**src/rtl/store_align_unit_if.sv**
```systemverilog
// Command and memory-write bus of the store alignment unit.
// The execute stage and the memory model sit on the master side;
// the store alignment unit sits on the slave side.
interface store_align_unit_if;
   logic        req_valid;
   logic        req_ready;
   logic [2:0]  aluopselect;
   logic [2:0]  aluoperation;
   logic [31:0] addr;
   logic [31:0] wdata;
   logic        mem_req;
   logic [31:0] mem_addr;
   logic [31:0] mem_wdata;
   logic [3:0]  mem_be;
   logic        mem_ack;
   logic        done;
   logic        err;

   modport master (
      output req_valid, aluopselect, aluoperation, addr, wdata, mem_ack,
      input  req_ready, mem_req, mem_addr, mem_wdata, mem_be, done, err
   );

   modport slave (
      input  req_valid, aluopselect, aluoperation, addr, wdata, mem_ack,
      output req_ready, mem_req, mem_addr, mem_wdata, mem_be, done, err
   );
endinterface

```
**src/rtl/store_align_unit.sv**
```systemverilog
// Store alignment unit: takes a byte/half/word store, lane-aligns it into
// 32-bit little-endian words with byte enables and issues one or two
// word writes on a req/ack port. Stores crossing a word boundary split
// into two beats; the second beat address wraps at 2^32.
module store_align_unit (
   input  logic          clock,
   input  logic          reset,
   input  logic          enable,
   store_align_unit_if.slave bus
);

   localparam logic [2:0] MEM_WRITE = 3'b100;
   localparam logic [2:0] OP_SB     = 3'b000;
   localparam logic [2:0] OP_SH     = 3'b001;
   localparam logic [2:0] OP_SW     = 3'b011;

   typedef enum logic [1:0] {
      IDLE  = 2'd0,
      BEAT1 = 2'd1,
      BEAT2 = 2'd2,
      DONE  = 2'd3
   } state_t;

   state_t      state, state_next;

   // Registered memory-port fields and the parked second beat.
   logic        req_q,     req_next;
   logic [31:0] addr_q,    addr_next;
   logic [3:0]  be_q,      be_next;
   logic [31:0] data_q,    data_next;
   logic [3:0]  hi_be_q,   hi_be_next;
   logic [31:0] hi_data_q, hi_data_next;
   logic        err_q,     err_next;

   // Alignment of the incoming command.
   logic [1:0]  off;
   logic [3:0]  base_mask;
   logic        size_legal;
   logic [31:0] lane_mask;
   logic [31:0] data_masked;
   logic [7:0]  be8;
   logic [63:0] data64;
   logic        ready;
   logic        accept;

   // Ready only in IDLE with enable, and held low while reset is asserted.
   assign ready  = (state == IDLE) && enable && reset;
   assign accept = bus.req_valid && ready;

   assign bus.req_ready = ready;
   assign bus.mem_req   = req_q;
   assign bus.mem_addr  = addr_q;
   assign bus.mem_be    = be_q;
   assign bus.mem_wdata = data_q;
   assign bus.done      = (state == DONE);
   assign bus.err       = (state == DONE) && err_q;

   // Size decode and lane alignment of the command presented on the bus.
   always_comb begin
      // NOTE: every always_comb output gets a default first so no path
      // leaves it unassigned, which would infer a latch.
      base_mask  = 4'h0;
      size_legal = 1'b0;
      case (bus.aluoperation)
         OP_SB: begin base_mask = 4'h1; size_legal = 1'b1; end
         OP_SH: begin base_mask = 4'h3; size_legal = 1'b1; end
         OP_SW: begin base_mask = 4'hF; size_legal = 1'b1; end
         default: begin base_mask = 4'h0; size_legal = 1'b0; end
      endcase
      off         = bus.addr[1:0];
      lane_mask   = {{8{base_mask[3]}}, {8{base_mask[2]}},
                     {8{base_mask[1]}}, {8{base_mask[0]}}};
      data_masked = bus.wdata & lane_mask;
      be8         = {4'b0000, base_mask} << off;
      data64      = {32'h0, data_masked} << {off, 3'b000};
   end

   // Next-state and next-output logic of the command FSM.
   always_comb begin
      state_next   = state;
      req_next     = req_q;
      addr_next    = addr_q;
      be_next      = be_q;
      data_next    = data_q;
      hi_be_next   = hi_be_q;
      hi_data_next = hi_data_q;
      err_next     = err_q;
      case (state)
         IDLE: begin
            if (accept && (bus.aluopselect == MEM_WRITE)) begin
               if (size_legal) begin
                  state_next   = BEAT1;
                  req_next     = 1'b1;
                  addr_next    = {bus.addr[31:2], 2'b00};
                  be_next      = be8[3:0];
                  data_next    = data64[31:0];
                  hi_be_next   = be8[7:4];
                  hi_data_next = data64[63:32];
                  err_next     = 1'b0;
               end else begin
                  state_next = DONE;
                  err_next   = 1'b1;
               end
            end
         end
         BEAT1: begin
            if (bus.mem_ack) begin
               if (hi_be_q != 4'h0) begin
                  state_next = BEAT2;
                  addr_next  = addr_q + 32'd4;
                  be_next    = hi_be_q;
                  data_next  = hi_data_q;
               end else begin
                  state_next = DONE;
                  req_next   = 1'b0;
                  addr_next  = 32'h0;
                  be_next    = 4'h0;
                  data_next  = 32'h0;
               end
            end
         end
         BEAT2: begin
            if (bus.mem_ack) begin
               state_next = DONE;
               req_next   = 1'b0;
               addr_next  = 32'h0;
               be_next    = 4'h0;
               data_next  = 32'h0;
            end
         end
         DONE: begin
            state_next = IDLE;
            err_next   = 1'b0;
         end
         default: state_next = IDLE;
      endcase
   end

   // State and output registers with synchronous active-low reset.
   always_ff @(posedge clock) begin
      // NOTE: sequential state uses non-blocking assignments so every
      // register samples the pre-edge values of the others.
      if (!reset) begin
         state     <= IDLE;
         req_q     <= 1'b0;
         addr_q    <= 32'h0;
         be_q      <= 4'h0;
         data_q    <= 32'h0;
         hi_be_q   <= 4'h0;
         hi_data_q <= 32'h0;
         err_q     <= 1'b0;
      end else begin
         state     <= state_next;
         req_q     <= req_next;
         addr_q    <= addr_next;
         be_q      <= be_next;
         data_q    <= data_next;
         hi_be_q   <= hi_be_next;
         hi_data_q <= hi_data_next;
         err_q     <= err_next;
      end
   end

endmodule

```
**src/flat_wrapper.sv**
```systemverilog
// flat-port wrapper written by rule: the top's interface ports become plain ports
module store_align_unit_flat 
  (clock, reset, enable, bus_req_valid, bus_aluopselect, bus_aluoperation, bus_addr, bus_wdata, bus_mem_ack, bus_req_ready, bus_mem_req, bus_mem_addr, bus_mem_wdata, bus_mem_be, bus_done, bus_err);
  store_align_unit_if bus_i ();
  input  logic clock;
  input  logic reset;
  input  logic enable;
  input wire logic [$bits(bus_i.req_valid)-1:0] bus_req_valid;
  input wire logic [$bits(bus_i.aluopselect)-1:0] bus_aluopselect;
  input wire logic [$bits(bus_i.aluoperation)-1:0] bus_aluoperation;
  input wire logic [$bits(bus_i.addr)-1:0] bus_addr;
  input wire logic [$bits(bus_i.wdata)-1:0] bus_wdata;
  input wire logic [$bits(bus_i.mem_ack)-1:0] bus_mem_ack;
  output wire logic [$bits(bus_i.req_ready)-1:0] bus_req_ready;
  output wire logic [$bits(bus_i.mem_req)-1:0] bus_mem_req;
  output wire logic [$bits(bus_i.mem_addr)-1:0] bus_mem_addr;
  output wire logic [$bits(bus_i.mem_wdata)-1:0] bus_mem_wdata;
  output wire logic [$bits(bus_i.mem_be)-1:0] bus_mem_be;
  output wire logic [$bits(bus_i.done)-1:0] bus_done;
  output wire logic [$bits(bus_i.err)-1:0] bus_err;
  assign bus_i.req_valid = bus_req_valid;
  assign bus_i.aluopselect = bus_aluopselect;
  assign bus_i.aluoperation = bus_aluoperation;
  assign bus_i.addr = bus_addr;
  assign bus_i.wdata = bus_wdata;
  assign bus_i.mem_ack = bus_mem_ack;
  assign bus_req_ready = bus_i.req_ready;
  assign bus_mem_req = bus_i.mem_req;
  assign bus_mem_addr = bus_i.mem_addr;
  assign bus_mem_wdata = bus_i.mem_wdata;
  assign bus_mem_be = bus_i.mem_be;
  assign bus_done = bus_i.done;
  assign bus_err = bus_i.err;
  store_align_unit u_core (.clock(clock), .reset(reset), .enable(enable), .bus(bus_i));
endmodule
```
**config.mk**
```make
export PLATFORM = sky130hd
export DESIGN_NAME = store_align_unit_flat
export DESIGN_NICKNAME = d
export VERILOG_FILES = /design/src/rtl/store_align_unit_if.sv /design/src/rtl/store_align_unit.sv /design/src/flat_wrapper.sv
export SDC_FILE = /design/constraint.sdc
export NUM_CORES = 1
export LEC_CHECK = 0
export ABC_AREA = 1
export ABC_CLOCK_PERIOD_IN_PS = 1790
export BUFFER_PORTS_ARGS = -buffer_cell sky130_fd_sc_hd__buf_2
export CAP_MARGIN = 0
export CORE_MARGIN = 2
export CORE_UTILIZATION = 41
export DETAILED_ROUTE_END_ITERATION = 16
export GPL_TIMING_DRIVEN = 0
export PLACE_DENSITY = 0.7
export SLEW_MARGIN = 15
export SYNTH_ARGS = -nofsm -noshare
export SYNTH_HDL_FRONTEND = slang
export SYNTH_SLANG_ARGS = --single-unit
```
**constraint.sdc**
```tcl
create_clock -name clock -period 1.79 [get_ports clock]
set_input_delay 0.0895 -clock clock [delete_from_list [all_inputs] [get_ports clock]]
set_output_delay 0.0895 -clock clock [all_outputs]
set_load 0.01 [all_outputs]
```
[Yosys cells after proc, flatten, opt, wreduce, memory -nomap -nowiden]
Index checks and enable logic that the tools add are counted.
Storage, ports and cells
  register bits after elaboration: 108
  latch bits: 0
  memory bits (writable): 0
  bits in read-only memories: 0
  memories kept: 0
Operators by class
  add/subtract/negate cells: 1
  $mul: 0
  div/mod/pow operators: 0
  magnitude comparators: 0
  equal/unequal tests: 11
  shift-type cells: 2
  multiplexer cells: 34
  bitwise gates (word level): 1
  reduce and logical (&&, ||, !) cells: 16
Operators with widths (count)
  two-way mux 32 bit: 9
  one-hot mux 32 bit (3 select lines): 2
  << shifter 32 x 5 -> 64 bit: 1
  adder 32 x 3 -> 32 bit (second input constant): 1
  bitwise AND 32 bit: 1
  one-hot mux 4 bit (3 select lines): 2
  two-way mux 4 bit: 5
  two-way mux 1 bit: 9
  two-way mux 2 bit: 4
  != test 2 bit (second input constant): 4
  one-hot mux 2 bit (4 select lines): 1
  << shifter 4 x 2 -> 8 bit: 1
  AND reduction 3 bit: 2
  AND reduction 6 bit: 1
  logical AND 1 bit: 5
  AND reduction 5 bit: 1
  equality test 2 bit (second input constant): 2
  nonzero test 4 bit: 1
  equality test 3 x 1 -> 1 bit (second input constant): 1
  equality test 3 x 2 -> 1 bit (second input constant): 1
  equality test 3 bit (second input constant): 1
  zero test 3 bit: 1
  one-hot mux 1 bit (3 select lines): 1
  nonzero test 3 bit: 1
  7 further kinds: 7

[Depth between registers and ports, before layout]
Gate-level depths: netlist of run 1.
  depth after elaboration: 7
  gate-level depth with buffers: 14
  gate-level depth less buffers: 12

[Least setup slack after synthesis of run 1]
Ideal clock, no wire load.
  kind: flip-flop to flip-flop
  start: register u_core.state[0]
  end: register u_core.addr_q[25] (netlist: u_core.bus.mem_addr[25])
  data arrival time: 1.824 ns
  data required time: 1.725 ns
  path slack: -0.099 ns
  cell stages (with the launch flop): 11
  buffers on the path: 2
  period minus slack after synthesis: 1.889 ns
  cell sequence: dfxtp_1 -> inv_1 -> ha_1 -> buf_4 -> nand3_1 -> inv_1 -> buf_1 -> nand3_1 -> nor2_1 -> nor2_1 -> nor2_1
On the way
  longest elaborated chain between the ends: 7
RTL lines
  start: declaration: RTL line store_align_unit.sv:24  | state_t state, state_next;
  start signal: assignment: RTL line store_align_unit.sv:153  | state <= state_next;
  zero test 2 bit: RTL line store_align_unit.sv:47, store_align_unit.sv:88
  logical AND 1 bit (2 in a row): RTL line store_align_unit.sv:47  | assign ready = (state == IDLE) && enable && reset;
  logical AND 1 bit: RTL line store_align_unit.sv:48  | assign accept = bus.req_valid && ready;
  logical AND 1 bit: RTL line store_align_unit.sv:90  | if (accept && (bus.aluopselect == MEM_WRITE)) begin
  != test 2 bit (no line)
  AND reduction 5 bit (no line)
  end signal: assignment: RTL line store_align_unit.sv:155  | addr_q <= addr_next;
  end: declaration: RTL line store_align_unit.sv:28  | logic [31:0] addr_q, addr_next;
Parallel ways exist; a longest one is shown, timed or not.
A chain may end at the register's enable or synchronous reset.

[Final worst setup path of run 1]
  start: register u_core.state[0]
  end: register u_core.addr_q[22] (netlist: u_core.bus.mem_addr[22])
Same word-level chain as after synthesis.

==> impl_metrics.tcl, run 1 <==
set metrics [dict create \
    status "finished, violations left" \
    failed_checks "setup timing" \
    drv_cap 0 \
    synth_area_um2 5840 \
    cp-end-kind "flop" \
    postSynthAreaPerCell_um2 6.08 \
    ir_drop_mv 0.545 \
    ys_ff_latch 97 \
    synth_mux_area_frac 0 \
    overflow 0 \
    critPathBufInv 6 \
    postPlaceCellArea_um2 6800 \
    hpwl_mm 15.9 \
    totalWireLength_mm 22.2 \
    slowest_stage "dfxtp_4" \
    place_congestion 1.00 \
    synth.largest_area_cell "dfxtp_1" \
    io_buffers 141 \
    ys_async_sr_fraction 0 \
    tritoncts "yes" \
    final_hold_viol_count 0 \
    stdcell_area_um2 8150 \
    final_antenna_net_count 0 \
    rsz0062_at_grt "yes" \
    fin_nets 1228 \
    post_drt_via_cell_ratio 5.37 \
    synth-compound-area-share 0.166 \
    clkTransAtPathRegs_ps 80 \
    ys.flop_type "dfxtp_1" \
    synth_xor_area_frac 0.00300 \
    clock-sinks 97 \
    dr.first_iter.drc_count 772 \
    wire_per_inst_um 16.6 \
    cp_cell_sequence "inv_4, ha_4, buf_4, nand2_1, nand4_4, buf_8, buf_12, buf_8, nand2_4, nand3_2, nand2_1, inv_1" \
    cp_slowest_stage_delay_ps 380 \
    p_leak_nw 3.65 \
    drcViolationCount 0 \
    grt_pass1_wl_mm 32.9 \
    fillCellCount 1393 \
    cp_max_fo 6 \
    synthTopCellsByArea "dfxtp_1, nand2_1, a21oi_1" \
    p_switching_mw 3.48 \
    pre_cts_slack_ps -436 \
    swShare 0.410 \
    clkLatencyLatePin_ps 360 \
    syn_to_final_growth_pct 39.5 \
    diodes 0 \
    final_max_slew_viol_count 0 \
    num_vias 7148 \
    htreeDepth 3 \
    die_area_um2 15200 \
    min_period_ps 1880 \
    final_cell_count_no_fill 1332 \
    drive_above_1_share 0.302 \
    hold_class "primary input to flop" \
    grt_max_degree 20 \
    path_delay_family "buffers and inverters" \
    io_pins 147 \
    coreArea_um2 13900 \
    crit_arrival_ps 2140 \
    grt_pass1_vias 6483 \
    initial_core_util 0.421 \
    comb_power_share 0.443 \
    track_usage 0.282 \
    tightest_slew_ps 820 \
    fmax_ghz 0.531 \
    dp_cells 1283 \
    worstSetupStartpointType "flop" \
    power.total_mw 8.48 \
    p_seq_frac 0.323 \
    clkPwrFrac 0.234 \
    required_ps 2050 \
    synth_top_family_by_area "simple AND/OR/NAND/NOR gates" \
    cts_inserted_buffers 9 \
    power_density_nw_per_um2 1040 \
    cts_buffer_depth 2 \
    fin_worst_skew_ps 11.1 \
    maxSlewHeadroom 0.453 \
    synth_cells 961 \
    synth_cell_types 37 \
    firstDrtPassIters 5 \
    yosys.area_share.simple 0.392 \
    synth_fa_ha_area_frac 0.0129 \
    synth_edf_count 0 \
    rows 43 \
    antenna_found_initial 0 \
    die_w_um 123 \
    yosysWarnings 0 \
    synth_top_area_frac 0.332 \
    fin_ws_ps -91.6 \
    setup_violations 51 \
    critPathKind "flop to flop" \
    min_period_over_period 1.05 \
    clockRootBuffer "clkbuf_16" \
    ys_seq_area_frac 0.332 \
    power.internal_mw 5.00 \
    die_height_um 123 \
]
==> power by group through the flow <==
stage               logic (mW)  clock network [mW]  registers (mW)
detailed placement        2.64                   0            2.75
finish                    3.76                1.99            2.73
CTS                       3.11                2.00            2.71
global route              4.05                2.09            2.77
floorplan                 1.63                   0            2.80
global placement          2.62                   0            2.74
==> path summary, 6_finish.rpt <==
kind / start / to / slack [ps] / cells past startpoint
max reg2reg: u_core.state[0] / u_core.bus.mem_addr[22] / -90 / 12
max: u_core.state[0] / u_core.bus.mem_addr[22] / -90 / 12
min reg2reg: u_core.hi_data_q[9] / u_core.bus.mem_wdata[9] / 470 / 2
min: bus_wdata[25] / u_core.hi_data_q[17] / 10 / 3
==> sequential cells by signal, summed over array words and instances (netlist names) <==
register              cells
u_core.bus.mem_wdata     32
u_core.bus.mem_req        1
u_core.hi_be_q            3
u_core.hi_data_q         24
u_core.bus.mem_be         4
u_core.bus.mem_addr      30
u_core.state              2
u_core.err_q              1
==> cells in the final DEF (no fill, tap or decap), drive strengths merged <==
cell type	count
a211oi	3
a21o	1
a21oi	109
a22o	1
a31oi	8
buf	201
clkbuf	30
clkinv	6
clkinvlp	1
conb	2
dfxtp	97
dlygate4sd3	3
ha	6
inv	69
nand2	355
nand3	85
nand3b	1
nand4	13
nor2	93
nor3	3
o211a	1
o211ai	1
o21ai	53
o21bai	6
o22ai	1
or2	1
xor2	2
==> repair_timing <==
action	in CTS	in global routing
setup endpoints to repair	86	87
resized for setup	75	148
pin swaps	19	32
setup buffers	11	14
endpoints found under the hold margin	2	1
hold buffers	2	1
cloned	3	3
==> layer usage <==
layer	wire, um	global-route usage
met1	9350	0.359
met2	10600	0.476
met3	1670	0.0549
met4	505	0.0930
met5	0	0
==> synthesized netlist by cell type, types with 4 or more instances <==
library cell and number:
nand2_1 354, a21oi_1 109, dfxtp_1 97, nor2_1 86
nand3_1 82, inv_1 63, o21ai_0 52, clkbuf_1 20
buf_2 16, nand4_1 12, buf_4 9, a31oi_1 8
ha_1 6, o21bai_1 6, buf_6 4, clkinv_1 4
==> tightest hold or removal path, stage by stage <==
cell	delay (ps)
buf_2	130
nand2_2	70
a21oi_2	40
==> area by class of cell <==
cell class / count / area [um2] / share of cell area
timing repair buffer: 174 / 1080 / 0.133
clock buffer: 9 / 225 / 0.0276
buffer: 51 / 414 / 0.0508
sequential: 97 / 1950 / 0.239
multi-input combinational: 745 / 3910 / 0.480
inverter: 69 / 272 / 0.0333
tap: 180 / 225 / 0.0276
clock inverter: 7 / 72.6 / 0.00891
==> kinds of logic after synthesis <==
group,Yosys count
AO/OA/AOI/OAI,184
other,1
buffers and inverters,121
flip-flops,97
AND/OR/NAND/NOR,550
adder cells (fa/ha/maj),6
XOR/XNOR,2
==> through the flow <==
step	hold WS, ps	utilization	setup TNS [ps]
finish	12.1	0.587	-1710
detailed placement	377	0.490	-17570
floorplan	232	-	0
global route	4.18	0.587	-7530
CTS	2.52	0.538	-546
global placement	371	0.490	-16470
Power figures use the tool's default switching activity.
==> run 2: changes to the inputs <==
--- a/config.mk
+++ b/config.mk
@@ -13,7 +13,7 @@
 export CORE_UTILIZATION = 41
 export DETAILED_ROUTE_END_ITERATION = 16
 export GPL_TIMING_DRIVEN = 0
-export PLACE_DENSITY = 0.7
+export PLACE_DENSITY = 0.67
 export SLEW_MARGIN = 15
 export SYNTH_ARGS = -nofsm -noshare
 export SYNTH_HDL_FRONTEND = slang
==> run 2 against run 1 <==
Compared with the run above:
- the run still ends with setup timing left
- first-iteration DRC count down 19%
- setup slack worse by 17 ps
- sequential power about the same
- die area unchanged
==> impl_metrics.tcl, run 2 (synthesized netlist as in run 1, its figures left out) <==
set metrics [dict create \
    drv_cap 0 \
    clkLatencyLatePin_ps 360 \
    setup_violations 68 \
    die_height_um 123 \
    coreArea_um2 13900 \
    maxSlewHeadroom 0.474 \
    overflow 0 \
    initial_core_util 0.421 \
    track_usage 0.279 \
    clkTransAtPathRegs_ps 70 \
    fin_hold_ws_ps 11.3 \
    reg2reg_depth 11 \
    io_buffers 141 \
    cp_max_fo 10 \
    final_common_cell "nand2_1" \
    fin_worst_skew_ps 4.71 \
    largest_reg_flops 32 \
    dr.first_iter.drc_count 628 \
    grt_max_degree 16 \
    final_cell_mix "nand2_1, buf_2, a21oi_1" \
    final_hold_viol_count 0 \
    fin_nets 1220 \
    post_drt_via_cell_ratio 5.30 \
    worstSetupStartpointType "flop" \
    status "finished, violations left" \
    wire_per_inst_um 16.4 \
    p_leak_nw 3.41 \
    grt_pass1_vias 6347 \
    hold_class "primary input to flop" \
    rsz0062_at_grt "yes" \
    diodes 0 \
    tightest_slew_ps 789 \
    drcViolationCount 0 \
    die_w_um 123 \
    worstReg2RegStart "u_core.state[0]" \
    power_density_nw_per_um2 1060 \
    cts_buffer_depth 2 \
    hold_start "bus_wdata[25]" \
    place_congestion 0.984 \
    grt_pass1_wl_mm 32.4 \
    required_ps 2070 \
    setup.worst_path.start "u_core.state[0]" \
    failed_checks "setup timing" \
    clock-sinks 97 \
    fmax_ghz 0.527 \
    min_period_ps 1900 \
    final_max_slew_viol_count 0 \
    min_period_over_period 1.06 \
    htreeDepth 3 \
    hold-path-cell-count 3 \
    ir_drop_mv 0.523 \
    fin_util 0.557 \
    antenna_found_initial 0 \
    num_vias 7015 \
    tritoncts "yes" \
    die_area_um2 15200 \
    final_antenna_net_count 0 \
    drive_above_1_share 0.244 \
    clockRootBuffer "clkbuf_16" \
    rows 43 \
    hpwl_mm 16.1 \
    firstDrtPassIters 7 \
    cp-end-kind "flop" \
    cts_inserted_buffers 9 \
    totalWireLength_mm 21.7 \
    crit_arrival_ps 2180 \
    io_pins 147 \
    syn_to_final_growth_pct 32.3 \
    critPathKind "flop to flop" \
    fin_ws_ps -109 \
]
==> run 2: final timing paths <==
check                                 end  slack (ps)
setup reg to reg  u_core.bus.mem_addr[15]        -110
setup / recovery  u_core.bus.mem_addr[15]        -110
hold / removal       u_core.hi_data_q[17]          10
hold reg to reg      u_core.hi_data_q[23]         460
==> run 2: where the power goes <==
part	leakage, nW	internal, mW	switching [mW]
registers	0.786	2.43	0.287
logic	2.47	1.32	1.98
clock network	0.153	1.27	0.899
total	3.41	5.02	3.17
==> run 2: critical path, cell delays in order (launching register included) <==
cell     delay [ps]
dfxtp_4         370
inv_4            70
ha_4            160
nand2_4          50
nor2_4          110
nand3_4         110
nand2_4         110
nand3_2         100
nor2_4          270
buf_4           250
nand2_1          80
a21oi_1         140
==> run 2: area by class of cell <==
cell class	count	area (um2)
timing repair buffer	165	956
sequential	97	1950
buffer	52	394
clock inverter	4	76.3
fill	1438	6150
tap	180	225
multi-input combinational	745	3600
clock buffer	12	246
inverter	69	274
==> run 2: layer usage <==
metal	vias up	GRT usage	share of wire
li1	3483	-	-
met1	3164	0.360	0.43
met2	299	0.461	0.46
met3	69	0.0475	0.072
met4	0	0.114	0.038
met5	-	0	0
==> run 2: metrics by stage <==
step | area, um2 | total power [mW] | setup WS (ps) | setup TNS (ps) | instances
after floorplan | 5870 | 4.43 | 11.1 | 0 | 962
after global placement | 6800 | 5.38 | -624 | -17770 | 1283
after CTS | 7350 | 7.84 | -70.9 | -1840 | 1310
after detailed placement | 6800 | 5.39 | -653 | -18840 | 1283
final | 7730 | 8.19 | -109 | -3450 | 1324
after global routing | 7730 | 8.64 | -264 | -12070 | 1324
==> run 2: timing repair <==
item,4_1_cts,5_1_grt
resized for setup,52,75
endpoints found under the setup margin,86,87
buffers inserted,9,9
pin swaps,10,11
endpoints found under the hold margin,1,0
gates cloned,1,5
hold buffers,1,0
==> run 3: changes to the inputs <==
--- a/config.mk
+++ b/config.mk
@@ -11,9 +11,11 @@
 export CAP_MARGIN = 0
 export CORE_MARGIN = 2
 export CORE_UTILIZATION = 41
+export CTS_BUF_LIST = sky130_fd_sc_hd__clkbuf_2 sky130_fd_sc_hd__clkbuf_4 sky130_fd_sc_hd__clkbuf_8
+export CTS_CLUSTER_SIZE = 24
 export DETAILED_ROUTE_END_ITERATION = 16
 export GPL_TIMING_DRIVEN = 0
-export PLACE_DENSITY = 0.67
+export PLACE_DENSITY = 0.71
 export SLEW_MARGIN = 15
 export SYNTH_ARGS = -nofsm -noshare
 export SYNTH_HDL_FRONTEND = slang
==> run 3 against run 2 <==
Compared with the run above:
- highest routed layer unchanged
- sequential power about the same
- critical path depth increased by 2
- maximum frequency decreased by 2.3%
- the run still ends with setup timing left
- register-to-register slack got worse by 50 ps
- critical endpoint is now u_core.bus.mem_wdata[5]
- sequential cell count unchanged
- combinational power increased by 23%
==> impl_metrics.tcl, run 3 (synthesized netlist as in run 1, its figures left out) <==
set metrics [dict create \
    comb_power_share 0.486 \
    die_height_um 123 \
    place_congestion 1.01 \
    required_ps 2110 \
    largest_reg_flops 32 \
    cts_buffer_depth 2 \
    fillCellCount 1345 \
    cts_inserted_buffers 9 \
    drive_above_1_share 0.305 \
    rsz0062_at_grt "yes" \
    die_area_um2 15200 \
    ir_drop_mv 0.544 \
    final_cell_mix "nand2_1, buf_2, dfxtp_1" \
    clkTransAtPathRegs_ps 100 \
    num_vias 7261 \
    totalWireLength_mm 22.7 \
    clockRootBuffer "clkbuf_8" \
    wire_per_inst_um 16.8 \
    initial_core_util 0.421 \
    syn_to_final_growth_pct 40.9 \
    fin_util 0.593 \
    overflow 0 \
    clkPwrFrac 0.186 \
    track_usage 0.288 \
    hpwl_mm 15.9 \
    die_w_um 123 \
    diodes 0 \
    maxSlewHeadroom 0.435 \
    cp-end-kind "flop" \
    drcViolationCount 0 \
    power.total_mw 8.35 \
    setup_violations 81 \
    clkLatencyLatePin_ps 400 \
    antenna_found_initial 0 \
    rrSetupSlack_ps -150 \
    power_density_nw_per_um2 1010 \
    final_common_cell "nand2_1" \
    dr.first_iter.drc_count 705 \
    fmax_ghz 0.514 \
    io_buffers 141 \
    p_leak_nw 3.62 \
    fin_worst_skew_ps 18.1 \
    post_drt_via_cell_ratio 5.38 \
    p_switching_mw 3.47 \
    final_hold_viol_count 0 \
    critPathKind "flop to flop" \
    tritoncts "yes" \
    grt_max_degree 17 \
    tightest_slew_ps 847 \
    final_antenna_net_count 0 \
    p_seq_frac 0.328 \
    grt_pass1_vias 6676 \
    worstSetupStartpointType "flop" \
    htreeDepth 3 \
    tns_ps -4820 \
    clock-sinks 97 \
    failed_checks "setup timing" \
    final_max_slew_viol_count 0 \
    fin_nets 1245 \
    min_period_over_period 1.09 \
    io_pins 147 \
    drv_cap 0 \
    coreArea_um2 13900 \
    power.internal_mw 4.88 \
    hold_class "primary input to flop" \
    grt_pass1_wl_mm 33.5 \
    firstDrtPassIters 6 \
    status "finished, violations left" \
    swShare 0.415 \
    rows 43 \
    fin_ws_ps -154 \
    crit_arrival_ps 2260 \
    cp_max_fo 5 \
    min_period_ps 1940 \
]
run 3: changes by cell type in the layout (fill, tap and decap cells not counted), sizes merged:
cell         previous run  this run
dlygate4sd3             1        16
buf                   196       204
inv                    65        67
bufinv                  2         1
clkbuf                 32        33
clkinv                  5         4
clkinvlp                1         2
run 3: repair_timing:
item                                   CTS  global route
pin swaps                               13            26
hold buffers                            16             0
setup endpoints to repair               86            87
resized for setup                       88           140
endpoints found under the hold margin   18             0
gates cloned                             7             3
setup buffers                           16             8
run 3: final timing paths:
path | from | end | depth (start not counted)
hold / removal | bus_addr[24] | u_core.bus.mem_addr[24] | 5
hold reg to reg | u_core.hi_be_q[1] | u_core.hi_be_q[1] | 2
setup / recovery | u_core.state[0] | u_core.bus.mem_wdata[5] | 13
setup reg to reg | u_core.state[0] | u_core.bus.mem_wdata[5] | 13
run 3: worst max-delay path: stages (launching register included):
cell       delay (ps)
dfxtp_4           380
inv_4              80
ha_4              160
nand2_4            50
nor2_4            100
nand3_4           100
nand2_4           100
buf_6             100
nand3_4            70
nor2_4            160
buf_6             180
clkbuf_16         160
nand2_1            60
a21oi_1           160
run 3: per-stage QoR:
stage / worst slack, ps / hold WS (ps) / instance area [um2] / std cells
finish: -154 / 4.11 / 8230 / 1349
global route: -223 / 30.0 / 8230 / 1349
CTS: -86.6 / 0.787 / 7650 / 1338
detailed placement: -631 / 375 / 6800 / 1283
global placement: -615 / 377 / 6800 / 1283
floorplan: 11.1 / 232 / 5870 / 962
run 3: final cells by class:
type | instances | area (um2) | share of cell area
tap | 180 | 225 | 0.0274
inverter | 69 | 267 | 0.0324
clock inverter | 5 | 62.6 | 0.00760
sequential | 97 | 1950 | 0.237
buffer | 52 | 429 | 0.0521
clock buffer | 11 | 139 | 0.0169
timing repair buffer | 190 | 1240 | 0.151
multi-input combinational | 745 | 3920 | 0.476
run 3: metal layers:
layer  track usage  share of wire
met1         0.357           0.40
met2         0.481           0.47
met3        0.0664          0.091
met4         0.112          0.034
met5             0              0
run 3: power by group through the flow:
stage / Combinational [mW] / Sequential (mW) / Clock (mW)
5_1_grt: 4.37 / 2.77 / 1.62
2_1_floorplan: 1.63 / 2.80 / 0
4_1_cts: 3.38 / 2.71 / 1.53
6_report: 4.06 / 2.74 / 1.55
3_3_place_gp: 2.61 / 2.75 / 0
3_5_place_dp: 2.62 / 2.75 / 0
